<file path="src/rtl/ci_frame_loader_if.sv">
`default_nettype none
// ============================================================================
// Module      : ci_frame_loader_if
// Description : Nios II multicycle custom-instruction bus between the CPU
//               (master) and the frame loader (slave).
//   start  : CI start, one-cycle pulse from the CPU
//   dataa  : 32-pixel word, bit k = pixel at base+k
//   datab  : [6:0] word index, [31] clear command (when FRAME_CLEAR_EN)
//   result : popcount of pixels written by the last instruction
//   done   : CI done, one-cycle pulse
//   busy   : high while pixels are being written
// Revision    : 1.0 - initial release
// ============================================================================
interface ci_frame_loader_if;
  logic        start;
  logic [31:0] dataa;
  logic [31:0] datab;
  logic [31:0] result;
  logic        done;
  logic        busy;

  modport master (
    output start, dataa, datab,
    input  result, done, busy
  );

  modport slave (
    input  start, dataa, datab,
    output result, done, busy
  );
endinterface
`default_nettype wire

</file>
<file path="src/rtl/ci_frame_loader.sv">
`default_nettype none
// ============================================================================
// Module      : ci_frame_loader
// Description : Multicycle custom-instruction slave that loads a 64x64 1-bit
//               frame buffer. Each instruction writes one 32-pixel word
//               bit-serially (LSB first) into the RAM write port, one pixel
//               per clock. The scan-out side of the RAM is not touched here.
// Ports       :
//   clk      in   system clock, also clocks the RAM write port
//   reset_n  in   asynchronous active-low reset
//   ci       if   custom-instruction bus (slave modport)
//   wr_addr  out  RAM write address
//   wr_data  out  RAM write data
//   wren     out  RAM write enable
// Options     : define FRAME_CLEAR_EN to add the whole-frame CLEAR command
//               (datab[31]=1 fills all 4096 pixels with dataa[0]).
// Revision    : 1.0 - initial release
// ============================================================================
module ci_frame_loader #(
  parameter int IMG_PIX = 4096,
  parameter int ADDR_W  = 12,
  parameter int WORD_W  = 32
) (
  input  wire                clk,
  input  wire                reset_n,
  ci_frame_loader_if.slave   ci,
  output logic [ADDR_W-1:0]  wr_addr,
  output logic               wr_data,
  output logic               wren
);

  typedef enum logic [1:0] {
    ST_IDLE  = 2'd0,
    ST_WRITE = 2'd1,
`ifdef FRAME_CLEAR_EN
    ST_CLEAR = 2'd3,
`endif
    ST_DONE  = 2'd2
  } state_t;

  localparam int CNT_W = $clog2(WORD_W);
  localparam int POP_W = ADDR_W + 1;

  state_t             r_state;
  logic [WORD_W-1:0]  r_shreg;
  logic [CNT_W-1:0]   r_cnt;
  logic [POP_W-1:0]   r_pop;
`ifdef FRAME_CLEAR_EN
  logic               r_fill;
`endif

  // Word base address: word index times 32. datab[30:7] never reach it.
  wire [ADDR_W-1:0] w_base = ADDR_W'({ci.datab[6:0], 5'b0_0000});

`ifdef FRAME_CLEAR_EN
  wire w_unused_datab = ^ci.datab[30:7];
`else
  wire w_unused_datab = ^ci.datab[31:7];
`endif

  // All outputs are registered. Pixel 0 is presented on the same edge that
  // accepts start, so the pixels occupy exactly cycles 1..32 and done lands
  // on cycle 33. wr_addr/wr_data are held when wren drops.
  always_ff @(posedge clk or negedge reset_n) begin
    if (!reset_n) begin
      r_state   <= ST_IDLE;
      r_shreg   <= '0;
      r_cnt     <= '0;
      r_pop     <= '0;
`ifdef FRAME_CLEAR_EN
      r_fill    <= 1'b0;
`endif
      wr_addr   <= '0;
      wr_data   <= 1'b0;
      wren      <= 1'b0;
      ci.result <= '0;
      ci.done   <= 1'b0;
      ci.busy   <= 1'b0;
    end else begin
      case (r_state)
        ST_IDLE: begin
          ci.done <= 1'b0;
          if (ci.start) begin
            wren    <= 1'b1;
            ci.busy <= 1'b1;
`ifdef FRAME_CLEAR_EN
            if (ci.datab[31]) begin
              r_fill  <= ci.dataa[0];
              wr_addr <= '0;
              wr_data <= ci.dataa[0];
              r_state <= ST_CLEAR;
            end else
`endif
            begin
              // Pixel 0 goes out now; the register keeps the remaining 31.
              wr_addr <= w_base;
              wr_data <= ci.dataa[0];
              r_shreg <= ci.dataa >> 1;
              r_cnt   <= '0;
              r_pop   <= POP_W'(ci.dataa[0]);
              r_state <= ST_WRITE;
            end
          end
        end

        ST_WRITE: begin
          if (r_cnt == CNT_W'(WORD_W - 1)) begin
            wren      <= 1'b0;
            ci.busy   <= 1'b0;
            ci.done   <= 1'b1;
            ci.result <= 32'(r_pop);
            r_state   <= ST_DONE;
          end else begin
            wr_addr <= wr_addr + 1'b1;
            wr_data <= r_shreg[0];
            r_shreg <= r_shreg >> 1;
            r_pop   <= r_pop + POP_W'(r_shreg[0]);
            r_cnt   <= r_cnt + 1'b1;
          end
        end

`ifdef FRAME_CLEAR_EN
        ST_CLEAR: begin
          // wr_addr doubles as the fill counter; it terminates at the top cell.
          if (wr_addr == ADDR_W'(IMG_PIX - 1)) begin
            wren      <= 1'b0;
            ci.busy   <= 1'b0;
            ci.done   <= 1'b1;
            ci.result <= r_fill ? 32'(IMG_PIX) : 32'd0;
            r_state   <= ST_DONE;
          end else begin
            wr_addr <= wr_addr + 1'b1;
          end
        end
`endif

        ST_DONE: begin
          ci.done <= 1'b0;
          r_state <= ST_IDLE;
        end

        default: begin
          wren    <= 1'b0;
          ci.busy <= 1'b0;
          ci.done <= 1'b0;
          r_state <= ST_IDLE;
        end
      endcase
    end
  end

endmodule
`default_nettype wire

</file>
<file path="src/flat_wrapper.sv">
// flat-port wrapper written by rule: the top's interface ports become plain ports
module ci_frame_loader_flat 
#(
  parameter int IMG_PIX = 4096,
  parameter int ADDR_W  = 12,
  parameter int WORD_W  = 32
)
  (clk, reset_n, wr_addr, wr_data, wren, ci_start, ci_dataa, ci_datab, ci_result, ci_done, ci_busy);
  ci_frame_loader_if ci_i ();
  input  wire clk;
  input  wire reset_n;
  output logic [ADDR_W-1:0] wr_addr;
  output logic wr_data;
  output logic wren;
  input wire logic [$bits(ci_i.start)-1:0] ci_start;
  input wire logic [$bits(ci_i.dataa)-1:0] ci_dataa;
  input wire logic [$bits(ci_i.datab)-1:0] ci_datab;
  output wire logic [$bits(ci_i.result)-1:0] ci_result;
  output wire logic [$bits(ci_i.done)-1:0] ci_done;
  output wire logic [$bits(ci_i.busy)-1:0] ci_busy;
  assign ci_i.start = ci_start;
  assign ci_i.dataa = ci_dataa;
  assign ci_i.datab = ci_datab;
  assign ci_result = ci_i.result;
  assign ci_done = ci_i.done;
  assign ci_busy = ci_i.busy;
  ci_frame_loader #(.IMG_PIX(IMG_PIX), .ADDR_W(ADDR_W), .WORD_W(WORD_W)) u_core (.clk(clk), .reset_n(reset_n), .ci(ci_i), .wr_addr(wr_addr), .wr_data(wr_data), .wren(wren));
endmodule
</file>
<file path="config.mk">
export PLATFORM = sky130hd
export DESIGN_NAME = ci_frame_loader_flat
export DESIGN_NICKNAME = d
export VERILOG_FILES = /design/src/rtl/ci_frame_loader_if.sv /design/src/rtl/ci_frame_loader.sv /design/src/flat_wrapper.sv
export SDC_FILE = /design/constraint.sdc
export NUM_CORES = 1
export LEC_CHECK = 0
export ABC_AREA = 1
export CAP_MARGIN = 30
export CELL_PAD_IN_SITES_DETAIL_PLACEMENT = 0
export CELL_PAD_IN_SITES_GLOBAL_PLACEMENT = 1
export CORE_MARGIN = 2
export CORE_UTILIZATION = 35
export CTS_CLUSTER_DIAMETER = 150
export DETAILED_ROUTE_END_ITERATION = 8
export GPL_TIMING_DRIVEN = 0
export PLACE_DENSITY_LB_ADDON = 0.15
export SLEW_MARGIN = 20
export SYNTH_ARGS = -nofsm -noshare
export SYNTH_HDL_FRONTEND = slang
export SYNTH_SLANG_ARGS = --single-unit
</file>
<file path="constraint.sdc">
create_clock -name clk -period 2.5 [get_ports clk]
set_input_delay 0.625 -clock clk [delete_from_list [all_inputs] [get_ports clk]]
set_output_delay 0.625 -clock clk [all_outputs]
set_load 0.02 [all_outputs]
</file>
==> flow_summary_export.csv <==
group,metric,value,unit
floorplan,dieArea,0.0126,mm^2
grt,grtUsageMet1,22.0,%
layout,final_common_cell,"nand2_1",
grt,grt_first_pass_wirelength,16.9,mm
critical_path,crit_path_start_kind,"flip-flop",
layout,finalNonFillerCells,748,
yosys,netlist_area,0.00409,mm^2
clock_network,cts.sinks,79,
yosys,synth_compound_area_share,14.4,%
clock_network,clk_path_buf_depth,2,
yosys,synth-xor-area-share,0,%
sta,worstMarginPinSlew,0.544,ns
critical_path,cp_num_cells,9,
critical_path,cp_slowest_cell,"dfrtp_1",
grt,grtUsageMet3,4.54,%
sta,finalCriticalPeriod,2.13,ns
clock_network,cts_setup_buffers,0,
layout,nNetsFinal,674,
grt,grt_max_degree,46,
clock_network,cts_tree,"yes",
sta,final-hold-violation-count,0,
clock_network,cts_root_buf,"clkbuf_16",
sta,slew_headroom,63.6,%
yosys,synth-edff-count,0,
floorplan,ios,115,
floorplan,row_count,39,
critical_path,worstRegToRegCells,9,
layout,syn2layout_area_growth,30.3,%
floorplan,coreArea,0.0114,mm^2
job,cap_violations,0,
layout,final_cell_mix,"nand2_1 (126), dfrtp_1 (79), clkdlybuf4s50_1 (69), inv_1 (61), o21ai_0 (53)",
clock_network,h-tree-depth,3,
routing,antenna_left,0,
yosys,ys_ff_latch,79,
grt,met2_usage,27.2,%
yosys,ys.flop_type,"dfrtp_1",
placement,portBuffers,70,
sta,fmax,0.470,GHz
yosys,synthArstFlopShare,100,%
routing,drt-pass1-iter-count,4,
floorplan,initial_utilization,35.8,%
routing,wl_per_cell,13.4,um
critical_path,cp.required,2.69,ns
placement,pre_cts_slack,0.332,ns
sta,fin_worst_skew,0.00668,ns
yosys,seq_area_frac_synth,48.3,%
clock_network,clk_pin_slew,0.06,ns
yosys,yosysUniqueCellTypes,27,
layout,drive_above_1_share,10.9,%
yosys,synthMuxAreaShare,0,%
floorplan,die_h,112,um
critical_path,max_stage_delay,0.40,ns
sta,finalSetupViolations,0,
yosys,yosys.area_share.simple,22.9,%
critical_path,path_cells,"ha_1, nand2_1, nor2_1, ha_1, inv_1, nand2_4, nand2_4, clkbuf_1, o21ai_0",
routing,first_iter_violations,174,
pwr,leakagePower,0.00260,uW
floorplan,die_w,112,um
yosys,synthAdderAreaFrac,1.53,%
placement,hpwl,7.22,mm
pwr,vdd_drop_max,0.458,mV
sta,slew_violations,0,
grt,grt_busiest_layer,"met2",
yosys,syn_inst,502,
placement,gp_congestion,0.807,
clock_network,hold_buffers,0,
sta,rsz0062_at_grt,"false",
layout,stdcell_area,0.00533,mm^2
placement,placed_area,0.00506,mm^2
placement,post-place-cells,734,
sta,worst_slack,0.371,ns
critical_path,crit_fanout,10,
yosys,yosys_warnings,0,
critical_path,critPathKind,"flip-flop to flip-flop",
grt,grt_use_total,16.8,%
sta,setup_tns,0,ns
pwr,p_per_area,1090,mW/mm^2
critical_path,critPathBufInv,2,
clock_network,cts_buffers,9,
critical_path,crit_path_end_kind,"flip-flop",
routing,vias_per_cell,4.67,
grt,antenna_found_initial,0,
critical_path,regToRegSetupSlack,0.37,ns
layout,antennaDiodeCount,0,
critical_path,critPathTopFamily,"buffers and inverters",
yosys,postSynthAreaPerCell,8.15,um^2
clock_network,clock_latency,0.33,ns
routing,drc_errors,0,
sta,post-route-period-util,85.1,%
grt,overflow,0,
status,status,"completed",
critical_path,critPathArrivalTime,2.32,ns
routing,vias,3490,
grt,first_global_vias,3443,
yosys,synth_top_family_by_area,"simple AND/OR/NAND/NOR gates",
layout,fillers,1204,
clock_network,post_cts_resize_count,0,
routing,wirelength,10.0,mm
worst_hold_path,hold_path_class,"input port to asynchronous set/reset pin",
kinds of logic (layout without fill, tap and decap cells):
group / Yosys count / after routing
other: 1 / 19
AO/OA/AOI/OAI: 102 / 102
adder cells (fa/ha/maj): 5 / 5
flip-flops: 79 / 79
AND/OR/NAND/NOR: 209 / 209
buffers and inverters: 106 / 191
area by class of cell:
type	instances	area, um^2	area share, %
well taps	143	179	3.36
plain buffers	41	275	5.17
clock inverters	1	5.00	0.0939
repair buffers	71	726	13.6
clock buffers	13	260	4.88
multi-input cells	335	1660	31.2
flip-flops and latches	79	1980	37.1
inverters	65	244	4.58
per-stage QoR:
step                      hold slack, ns  total power [uW]  util (%)
after floorplan                    0.329              3760         -
after global placement             0.458              4600      44.1
after detailed placement           0.464              4650      44.3
after CTS                          0.265              5890      46.7
after global routing               0.283              6320      46.7
final                              0.258              5790      46.7
flip-flops by register name, summed over array words and instances (netlist names):
name and count:
u_core.r_shreg 31, u_core.r_cnt 5, u_core.ci.result 13, u_core.r_state 2, u_core.wren 1, u_core.r_pop 13
u_core.wr_data 1, u_core.ci.done 1, u_core.wr_addr 12
where the power goes:
part           leakage, uW  switching (uW)  internal [uW]
clock             0.000132             480            714
sequential        0.000966             282           1780
combinational      0.00150            1480           1050
total              0.00260            2240           3550
synth_stat cells, types with 2 or more instances:
library cell | instances | area, um^2
o211ai_1 | 29 | 218
nor2_4 | 3 | 33.8
nor3_1 | 7 | 35.0
nor2_1 | 31 | 116
nand3_1 | 19 | 95.1
nand4_1 | 14 | 87.6
clkbuf_1 | 2 | 7.51
nand2_4 | 3 | 33.8
buf_4 | 27 | 203
inv_1 | 61 | 229
nand2_1 | 126 | 473
or2_2 | 2 | 12.5
ha_1 | 5 | 62.6
dfrtp_1 | 79 | 1980
and3_1 | 2 | 12.5
o21ai_0 | 53 | 265
inv_2 | 4 | 15.0
buf_2 | 10 | 50.1
o21ai_1 | 5 | 25.0
a31oi_1 | 2 | 12.5
a21oi_1 | 11 | 55.1
o21bai_1 | 2 | 15.0
final timing paths:
kind	endpoint	startpoint
max	u_core.r_shreg[10]$_DFFE_PN0P_	u_core.r_cnt[0]$_DFFE_PN0P_
min	u_core.ci.result[5]$_DFFE_PN0P_	reset_n
max reg2reg	u_core.r_shreg[10]$_DFFE_PN0P_	u_core.r_cnt[0]$_DFFE_PN0P_
min reg2reg	u_core.ci.result[0]$_DFFE_PN0P_	u_core.ci.result[0]$_DFFE_PN0P_
max in group asynchronous	u_core.r_shreg[1]$_DFFE_PN0P_	reset_n
min in group clk	u_core.ci.result[0]$_DFFE_PN0P_	u_core.ci.result[0]$_DFFE_PN0P_
layer usage:
layer | vias up | share of wire (%)
li1 | 1794 | -
met1 | 1611 | 46
met2 | 83 | 47
met3 | 2 | 6.5
met4 | 0 | 0.57
met5 | - | 0
(Power assumes the default switching activity.)
